$ cat config.mk
export PLATFORM = sky130hd
export DESIGN_NAME = uart_fifo_tx
export DESIGN_NICKNAME = d
export VERILOG_FILES = /design/src/rtl/uart_fifo_tx.sv
export SDC_FILE = /design/constraint.sdc
export NUM_CORES = 1
export LEC_CHECK = 0
export CAP_MARGIN = 10
export CORE_MARGIN = 10
export CORE_UTILIZATION = 56
export CTS_CLUSTER_DIAMETER = 30
export DETAILED_ROUTE_END_ITERATION = 12
export PLACE_DENSITY = 0.89
export SLEW_MARGIN = 20
export SYNTH_ARGS = -nofsm -noshare
export SYNTH_HDL_FRONTEND = slang
export SYNTH_SLANG_ARGS = --single-unit
$ cat constraint.sdc
create_clock -name clk -period 2.11 [get_ports clk]
set_input_delay 0.422 -clock clk [delete_from_list [all_inputs] [get_ports clk]]
set_output_delay 0.422 -clock clk [all_outputs]
set_load 0.01 [all_outputs]
$ cat src/rtl/uart_fifo_tx.sv
// UART transmitter that pulls bytes from an upstream registered-read FIFO.
// Frame: start bit, 8 data bits LSB first, optional parity, 1 or 2 stop bits.
// Line output is registered; busy, fifo_rd_en and frame_done decode the state.
module uart_fifo_tx #(
    parameter int CLKS_PER_BIT = 868,
    parameter int PARITY_EN    = 0,
    parameter int PARITY_ODD   = 0,
    parameter int STOP_BITS    = 1
) (
    input  logic       clk,
    input  logic       reset,
    input  logic       tx_enable,
    input  logic       fifo_empty,
    input  logic [7:0] fifo_rd_data,
    output logic       fifo_rd_en,
    output logic       tx,
    output logic       busy,
    output logic       frame_done
);

    localparam int             CW        = (CLKS_PER_BIT > 1) ? $clog2(CLKS_PER_BIT) : 1;
    localparam logic [CW-1:0]  BAUD_LAST = CW'(CLKS_PER_BIT - 1);
    localparam logic [2:0]     STOP_LAST = 3'(STOP_BITS - 1);
    localparam logic           ODD_SEL   = (PARITY_ODD != 0);

    typedef enum logic [2:0] {
        IDLE,
        FETCH,
        LOAD,
        START,
        DATA,
        PARITY,
        STOP
    } state_t;

    state_t          state, state_nxt;
    logic [CW-1:0]   baud_cnt, baud_cnt_nxt;
    logic [2:0]      bit_idx, bit_idx_nxt;
    logic [7:0]      shreg, shreg_nxt;
    logic            par_bit, par_bit_nxt;
    logic            tx_nxt;
    logic            armed;
    logic            baud_last;

    // Blocks frame-start decisions during the first cycle after reset release.
    always_ff @(posedge clk or posedge reset) begin
        if (reset) armed <= 1'b0;
        else       armed <= 1'b1;
    end

    // State, counters, shift register and line register.
    always_ff @(posedge clk or posedge reset) begin
        if (reset) begin
            state    <= IDLE;
            baud_cnt <= '0;
            bit_idx  <= '0;
            shreg    <= '0;
            par_bit  <= 1'b0;
            tx       <= 1'b1;
        end else begin
            state    <= state_nxt;
            baud_cnt <= baud_cnt_nxt;
            bit_idx  <= bit_idx_nxt;
            shreg    <= shreg_nxt;
            par_bit  <= par_bit_nxt;
            tx       <= tx_nxt;
        end
    end

    // Next-state and datapath; tx_nxt is the line level for the state being entered.
    // bit_idx counts data bits in DATA and is reused to count stop bits in STOP.
    always_comb begin
        state_nxt    = state;
        baud_cnt_nxt = baud_cnt;
        bit_idx_nxt  = bit_idx;
        shreg_nxt    = shreg;
        par_bit_nxt  = par_bit;
        tx_nxt       = tx;
        fifo_rd_en   = 1'b0;
        frame_done   = 1'b0;
        busy         = (state != IDLE);
        baud_last    = (baud_cnt == BAUD_LAST);

        case (state)
            IDLE: begin
                tx_nxt = 1'b1;
                if (armed && tx_enable && !fifo_empty) state_nxt = FETCH;
            end
            FETCH: begin
                fifo_rd_en = 1'b1;
                state_nxt  = LOAD;
            end
            LOAD: begin
                shreg_nxt    = fifo_rd_data;
                par_bit_nxt  = (^fifo_rd_data) ^ ODD_SEL;
                baud_cnt_nxt = '0;
                bit_idx_nxt  = '0;
                tx_nxt       = 1'b0;
                state_nxt    = START;
            end
            START: begin
                if (baud_last) begin
                    baud_cnt_nxt = '0;
                    tx_nxt       = shreg[0];
                    state_nxt    = DATA;
                end else begin
                    baud_cnt_nxt = baud_cnt + CW'(1);
                end
            end
            DATA: begin
                if (baud_last) begin
                    baud_cnt_nxt = '0;
                    bit_idx_nxt  = bit_idx + 3'd1;
                    if (bit_idx == 3'd7) begin
                        if (PARITY_EN != 0) begin
                            tx_nxt    = par_bit;
                            state_nxt = PARITY;
                        end else begin
                            tx_nxt    = 1'b1;
                            state_nxt = STOP;
                        end
                    end else begin
                        shreg_nxt = {1'b0, shreg[7:1]};
                        tx_nxt    = shreg[1];
                    end
                end else begin
                    baud_cnt_nxt = baud_cnt + CW'(1);
                end
            end
            PARITY: begin
                if (baud_last) begin
                    baud_cnt_nxt = '0;
                    tx_nxt       = 1'b1;
                    state_nxt    = STOP;
                end else begin
                    baud_cnt_nxt = baud_cnt + CW'(1);
                end
            end
            STOP: begin
                if (baud_last) begin
                    baud_cnt_nxt = '0;
                    if (bit_idx == STOP_LAST) begin
                        frame_done  = 1'b1;
                        bit_idx_nxt = '0;
                        if (tx_enable && !fifo_empty) state_nxt = FETCH;
                        else                          state_nxt = IDLE;
                    end else begin
                        bit_idx_nxt = bit_idx + 3'd1;
                    end
                end else begin
                    baud_cnt_nxt = baud_cnt + CW'(1);
                end
            end
            default: state_nxt = IDLE;
        endcase
    end

endmodule

* Word-level counts from Yosys, hierarchy flattened
Cells that the tools add are included.
Operators by class: reduce and logical (&&, ||, !) cells 16, eq/ne operators 16, multiplexer cells 27, add/sub/neg operators 2
Operators by type and width (number):
- 3-bit two-way mux | 10
- 3-bit one-hot mux with 7 select lines | 1
- 10-bit one-hot mux with 2 select lines | 1
- 8-bit two-way mux | 2
- 2-bit != test (second input constant) | 8
- 8-bit one-hot mux with 2 select lines | 1
- 3-bit equality test (second input constant) | 4
- 10-bit by 1-bit adder with 10-bit output (second input constant) | 1
- 10-bit equality test (second input constant) | 1
- 10-bit two-way mux | 1
- 1-bit two-way mux | 9
- 3-bit one-hot mux with 3 select lines | 1
- 7-bit AND reduction | 1
- 3-bit by 2-bit equality test with 1-bit output (second input constant) | 2
- 3-bit zero test | 2
- 3-bit AND reduction | 2
- 3-bit nonzero test | 2
- 1-bit one-hot mux with 5 select lines | 1
- 5-bit nonzero test | 1
- 4-bit AND reduction | 1
- 2-bit nonzero test | 2
- 4-bit OR reduction | 1
- 3-bit by 1-bit adder with 3-bit output (second input constant) | 1
- 3-bit by 1-bit equality test with 1-bit output (second input constant) | 1
- 2 further kinds | 4
Storage, ports and cells: output and inout bits 4, input bits 12, logic and storage cells 67, bits in registers 26

* Logic depth before layout (Yosys ltp)
Gate-level depths: netlist of run 1.
word-level depth 6, gate-level depth with buffers 7, gate-level depth less buffers 6

* Least setup slack after synthesis of run 1
OpenSTA, ideal clock, no wires.
path type register to output, from register baud_cnt[0], to output frame_done, arrival time 1.589 ns, stages on the path, launching flop included 7, data required time 1.688 ns, setup slack 0.099 ns, path buffers 2, path through dfrtp_1 ha_1 and4b_1 nand3_1 buf_2 buf_1 nor3_1
Between the ends: longest elaborated chain between the ends 3
Ends and longest elaborated chain:
- start: declaration | line 37 | logic [CW-1:0] baud_cnt, baud_cnt_nxt;
- start signal: assignment | line 62 | baud_cnt <= baud_cnt_nxt;
- 10-bit equality test | line 82 | baud_last = (baud_cnt == BAUD_LAST);
- 1-bit two-way mux | line 140 | if (baud_last) begin
- 1-bit two-way mux | line 84 | case (state)
- end: declaration | line 18 | output logic frame_done
No other way between the ends.

* Final worst setup path of run 1
from register baud_cnt[1], to register shreg[6]
Between the ends: longest elaborated chain between the ends 3
Ends and longest elaborated chain:
- 10-bit equality test | line 82
- 2-bit != test (no line)
- 3-bit AND reduction (no line)
- end signal: assignment | line 64 | shreg <= shreg_nxt;
- end: declaration | line 39 | logic [7:0] shreg, shreg_nxt;
No other way between the ends. A chain may end at the register's enable or synchronous reset.

==> results of run 1 <==
sequential cells by signal, summed over array words and instances (netlist names):
register	count
state	3
bit_idx	3
tx	1
armed	1
baud_cnt	10
shreg	8
cells by family (layout without fill, tap and decap cells):
logic type	count (synthesis)	after routing	share of synthesized area, %
compound gates	35	35	14.6
xor+xnor	2	2	1.11
fa+ha+maj	4	4	3.16
buf+inv	13	46	3.95
flops	26	26	41.2
mux	19	19	16.5
other cells	1	1	0.237
simple gates	56	56	19.2
layout by cell type, fill, tap and decap left out, types with 2 or more instances in the layout:
cell,count
a21oi_1,6
a22o_1,3
a31oi_1,10
a41oi_1,3
and2_1,4
and3_1,4
buf_4,22
clkbuf_4,3
clkdlybuf4s50_1,12
dfrtp_1,22
dfrtp_2,3
dlymetal6s2s_1,2
ha_1,4
inv_1,4
mux2_4,14
mux2i_1,4
nand2_1,12
nand2b_1,2
nand3_1,10
nand4_1,2
nor2_1,7
nor3_1,2
nor3_2,2
o21ai_0,6
through the flow:
stage / instances / area (um2) / setup WS, ns / util [%] / setup TNS [ns]
2_1_floorplan: 156 / 1580 / 0.0990 / - / 0
3_3_place_gp: 210 / 1860 / 0.0827 / 68.2 / 0
3_5_place_dp: 210 / 1860 / -0.0239 / 68.2 / -0.0239
4_1_cts: 219 / 1970 / 0.00620 / 71.9 / 0
5_1_grt: 220 / 1980 / 0.00706 / 72.4 / 0
6_report: 220 / 1980 / 0.0976 / 72.4 / 0
path summary, 6_finish.rpt:
kind                                to  slack [ns]
setup / recovery              shreg[6]         0.1
hold / removal                shreg[0]        0.42
min in group clk           baud_cnt[9]        0.52
setup reg to reg              shreg[6]         0.1
hold reg to reg            baud_cnt[9]        0.52
max in group asynchronous           tx        1.40
worst reg2reg max path, delay by kind of cell, from the launching register on:
kind / cells / cell delay (ns)
DFF: 1 / 0.39
buffers and inverters: 2 / 0.38
and+or+nand+nor: 2 / 0.36
AOI/OAI and AO/OA: 1 / 0.33
muxes: 1 / 0.29
adders and majority gates: 1 / 0.17
per-layer routing:
metal | routed length (um) | up-vias | track usage (%)
met5 | 0 | - | 0
met4 | 71 | 0 | 4.43
met3 | 272 | 15 | 3.54
met2 | 1920 | 55 | 24.7
met1 | 1600 | 676 | 18.9
li1 | - | 643 | -
power by group:
part	total (mW)	leakage (nW)	internal [mW]	switching [mW]
Combinational	1.47	0.601	0.761	0.710
Clock	0.347	0.0279	0.192	0.155
Sequential	0.772	0.329	0.668	0.105
final cells by class:
| type | instances | area [um2] |
|---|---|---|
| Sequential cell | 26 | 656 |
| Fill cell | 191 | 756 |
| Clock inverter | 1 | 30.0 |
| Inverter | 4 | 15.0 |
| Timing Repair Buffer | 38 | 335 |
| Multi-Input combinational cell | 117 | 881 |
| Tap cell | 31 | 38.8 |
| Clock buffer | 3 | 22.5 |
what timing repair did:
action,CTS,global route
pin swaps,1,2
endpoints found under the setup margin,3,10
cloned,0,0
gates resized for setup,8,4
setup buffers,5,1
==> results by group, run 1 <==
Outcome
  – Status: finished clean

Synth
  – Syn Inst Count: 156
  – Sequential-to-total area share from yosys stat: 41.2%
  – Syn Nets: 172
  – Synth cell count leaders: dfrtp_1 (25), mux2_4 (14), nand2_1 (12)
  – Area fraction of the dominant cell type after synthesis: 39.5%
  – Ys async rst share: 100%
  – Count leader, synth: dfrtp_1
  – Ys flop type: dfrtp_1
  – Synth Register Bits: 26
  – Yosys cell types: 46
  – Post-synth EDFFs: 0
  – Mapped cell area: 1580 um2
  – Synth area leaders: dfrtp_1 (40%), mux2_4 (13%), a31oi_1 (4.0%)
  – Yosys top cell by area: dfrtp_1
  – Syn_area_per_cell: 10.1 um2
  – Synth warn: 0

STA
  – Period utilization: 95.4%
  – Final Slew Violations: 0
  – Final Setup Violations: 0
  – Skew final: 0.0109 ns
  – RSZ-0062 raised after global routing: false
  – Final hold viol count: 0
  – Max Clk Rate: 497 MHz
  – Crit path time final: 2.01 ns
  – Worst hold margin: 0.425 ns

Routing
  – Vias/cell: 6.31
  – Routed Wire Length: 3.86 mm
  – DRC errors left: 0
  – Routed WL per cell: 17.6 um
  – Vias: 1,389
  – Pre-antenna DRT Iters: 4
  – Post-route ant nets: 0
  – DR iter-0 viols: 90

Critical path
  – CP Depth: 7
  – Critical Path RT: 2.33 ns
  – R2R depth: 7
  – Dominant delay contributor by cell family on the critical path: flip-flops
  – Slowest stage delay, CP: 0.39 ns
  – Crit path buffers/inverters: 2
  – CP Launch Type: register
  – CP Max Fanout: 19
  – Worst setup path startpoint: baud_cnt[1]
  – Crit-path slowest cell: dfrtp_1
  – Crit-path cells: ha_1 > and4b_1 > nand3_2 > buf_4 > o31a_1 > buf_12 > mux2_4
  – Crit Path Category: register to register
  – Worst Path Arrival: 2.24 ns
  – Reg2reg start: baud_cnt[1]
  – CP endpoint kind: register

Global route
  – Pin count of the biggest net entering global routing: 27
  – Gr usage total: 15.0%
  – Vias in the first global route: 1,384
  – Initial antenna violation count: 0
  – Global-route wire length before repair: 6.67 mm
  – Grt ovf: 0

Flow run
  – Maxcap violations: 0

Floorplanning
  – Die area: 5350 um2
  – I/O pin count: 16
  – Initial Utilization: 57.9%
  – Core Area: 2730 um2
  – Die Width: 73.2 um
  – Die Height: 73.2 um
  – Rows: 19

Clocking
  – Clock transition at path regs: 0.15 ns
  – CTS buffer count: 3
  – CTS H-tree lvls: 1
  – Worst-skew pair later-pin latency: 0.33 ns
  – Root buffer cell: clkbuf_4
  – Clock Path Buffers: 2
  – CTS tree: built
  – Hold-fix buffers, CTS: 0
  – CTS sink count: 26

Finish
  – Layout cells sized above 1: 27.0%
  – # diodes: 0
  – Area Growth Syn to Fin: 25.0%
  – NumNets Final: 206

Placed design
  – I/O Buffers: 15
  – GPL Wtd Cong: 0.955
  – HPWL Detailed: 2.68 mm

Min path
  – Hold crit path type: input port to asynchronous set/reset pin

Pwr
  – PwrDens: 1310 nW/um2
  – Leak: 0.958 nW
  – Total power: 2.59 mW
  – Worst IR Drop VDD: 1.13 mV
(Power assumes the default switching activity.)
==> run 2, diff against run 1 <==
--- a/config.mk
+++ b/config.mk
@@ -7,10 +7,10 @@
 export LEC_CHECK = 0
 export CAP_MARGIN = 10
 export CORE_MARGIN = 10
-export CORE_UTILIZATION = 56
+export CORE_UTILIZATION = 50
 export CTS_CLUSTER_DIAMETER = 30
 export DETAILED_ROUTE_END_ITERATION = 12
-export PLACE_DENSITY = 0.89
+export PLACE_DENSITY = 0.84
 export SLEW_MARGIN = 20
 export SYNTH_ARGS = -nofsm -noshare
 export SYNTH_HDL_FRONTEND = slang
==> constraint.sdc (replaced) <==
create_clock -name clk -period 1.65 [get_ports clk]
set_input_delay 0.33 -clock clk [delete_from_list [all_inputs] [get_ports clk]]
set_output_delay 0.33 -clock clk [all_outputs]
set_load 0.01 [all_outputs]
==> results by group, run 2 (synthesized netlist as in run 1, its figures left out) <==
Finish
  – Top Registers: baud_cnt: 10 flops, shreg: 8 flops (unchanged)
  – Area Growth Syn to Fin: 42.2% (was 25.0%)
  – Fillers: 217 (was 191)
  – Top reg by flops: baud_cnt (unchanged)
  – Fin area: 2250 um2 (was 1980 um2)
  – # diodes: 0 (unchanged)
  – Most frequent cells in the layout: buf_4 (38), dfrtp_1 (24), mux2_4 (14), clkdlybuf4s50_1 (11) (was dfrtp_1 (22), buf_4 (22), mux2_4 (14), nand2_1 (12), clkdlybuf4s50_1 (12))
  – Largest register FFs: 10 (unchanged)
  – Most common cell after layout, fill and taps aside: buf_4
  – Layout cells sized above 1: 41.2% (was 27.0%)
  – NumNets Final: 228 (was 206)

Global route
  – Vias in the first global route: 1,460 (was 1,384)
  – Grt ovf: 0 (unchanged)
  – Gr usage total: 13.5% (was 15.0%)
  – Initial antenna violation count: 0 (unchanged)
  – Global-route wire length before repair: 6.73 mm (was 6.67 mm)
  – Pin count of the biggest net entering global routing: 27 (unchanged)

Routing
  – Pre-antenna DRT Iters: 4 (unchanged)
  – Vias: 1,475 (was 1,389)
  – Post-route ant nets: 0 (unchanged)
  – Routed Wire Length: 4.43 mm (was 3.86 mm)
  – DRC errors left: 0 (unchanged)
  – Vias/cell: 5.78 (was 6.31)
  – Routed WL per cell: 17.4 um (was 17.6 um)
  – DR iter-0 viols: 75 (was 90)

Clocking
  – CTS buffer count: 3 (unchanged)
  – Root buffer cell: clkbuf_4 (unchanged)
  – CTS H-tree lvls: 1 (unchanged)
  – CTS tree: built (unchanged)
  – CTS sink count: 26 (unchanged)
  – Worst-skew pair later-pin latency: 0.32 ns (was 0.33 ns)
  – Clock transition at path regs: 0.14 ns (was 0.15 ns)
  – Clock Path Buffers: 2 (unchanged)

Floorplanning
  – Rows: 20 (was 19)
  – I/O pin count: 16 (unchanged)
  – Die Width: 76.3 um (was 73.2 um)
  – Die area: 5820 um2 (was 5350 um2)
  – Die Height: 76.3 um (was 73.2 um)
  – Initial Utilization: 51.8% (was 57.9%)
  – Core Area: 3050 um2 (was 2730 um2)

Min path
  – Hold crit path type: input port to asynchronous set/reset pin (unchanged)

Critical path
  – Worst Path Arrival: 1.56 ns (was 2.24 ns)
  – R2R depth: 5 (was 7)
  – Worst r2r dst: shreg[0] (was shreg[6])
  – Worst setup path startpoint: baud_cnt[0] (was baud_cnt[1])
  – CP Max Fanout: 4 (was 19)
  – R2R Setup Slk: -0.23 ns (was 0.1 ns)
  – Crit Path Category: register to output port (was register to register)
  – Critical Path RT: 1.32 ns (was 2.33 ns)
  – CP Launch Type: register (unchanged)
  – CP endpoint kind: output port (was register)
  – Reg2reg start: bit_idx[0] (was baud_cnt[1])

STA
  – Max Clk Rate: 528 MHz
  – Period utilization: 115%
  – Final setup margin: -0.244 ns (was 0.0976 ns)
  – Crit path time final: 1.89 ns
  – Final Slew Violations: 0 (unchanged)
  – Final Setup Violations: 17 (was 0)
  – Worst hold margin: 0.348 ns (was 0.425 ns)
  – RSZ-0062 raised after global routing: true (was false)
  – Skew final: 0.00886 ns (was 0.0109 ns)
  – Final hold viol count: 0 (unchanged)

Pwr
  – Worst IR Drop VDD: 1.19 mV (was 1.13 mV)
  – Leak: 1.08 nW (was 0.958 nW)
  – Total power: 3.68 mW (was 2.59 mW)
  – PwrDens: 1640 nW/um2 (was 1310 nW/um2)

Placed design
  – HPWL Detailed: 2.80 mm (was 2.68 mm)
  – I/O Buffers: 15 (unchanged)
  – GPL Wtd Cong: 0.951 (was 0.955)
  – Placed cell areas: 2000 um2 (was 1860 um2)

Flow run
  – Maxcap violations: 0 (unchanged)

Outcome
  – Failing checks: negative setup slack
  – Status: finished with violations (was finished clean)
-- run 2: how the worst max path moves through the flow --
stage / end / slack, ns
finish: frame_done / -0.24
global route: frame_done / -0.34
detailed placement: frame_done / -0.34
CTS: frame_done / -0.23
global placement: frame_done / -0.29
floorplan: frame_done / -0.04
-- run 2: layout make-up --
class	instances	area [um2]	share of cell area (%)
clock buffer	4	26.3	1.17
inverter	4	15.0	0.667
multi-input combinational	117	966	42.9
sequential	26	653	29.0
tap	44	55.1	2.45
timing repair buffer	60	536	23.8
-- run 2: worst max-delay path, stage by stage (launching register included) --
cell and delay, ns:
dfrtp_1 0.40, ha_2 0.19, and4b_2 0.27, nand3_4 0.11, nor3_4 0.12, buf_2 0.15
-- run 2: timing repair --
item,in CTS,in global routing
gates resized for setup,23,22
setup endpoints to repair,19,27
setup buffers,5,7
pin swaps,1,7
hold buffers,0,0
cloned,0,1
hold endpoints to repair,0,0
-- run 2: per-stage QoR --
stage | util (%) | TNS [ns] | setup slack [ns] | std cells
final | 73.7 | -2.43 | -0.244 | 255
after global routing | 73.7 | -3.51 | -0.339 | 255
after CTS | 68.5 | -1.93 | -0.226 | 248
after detailed placement | 65.6 | -2.66 | -0.337 | 239
after global placement | 65.6 | -2.06 | -0.286 | 239
after floorplan | - | -0.251 | -0.0356 | 156
-- run 2: power by group --
group          switching, mW  internal (mW)  total [mW]  leakage (nW)
logic                   1.06           1.33        2.39         0.735
clock network          0.187         0.0947       0.282        0.0150
registers              0.163          0.850        1.01         0.331
total                   1.41           2.27        3.68          1.08
-- run 2: routing by layer --
metal	routed length [um]	vias up	part of all wire, %	GRT usage (%)
met2	2240	56	50	23.6
met5	0	-	0	0
met4	116	0	2.6	2.97
met3	203	12	4.6	3.18
li1	-	687	-	-
met1	1870	720	42	16.3
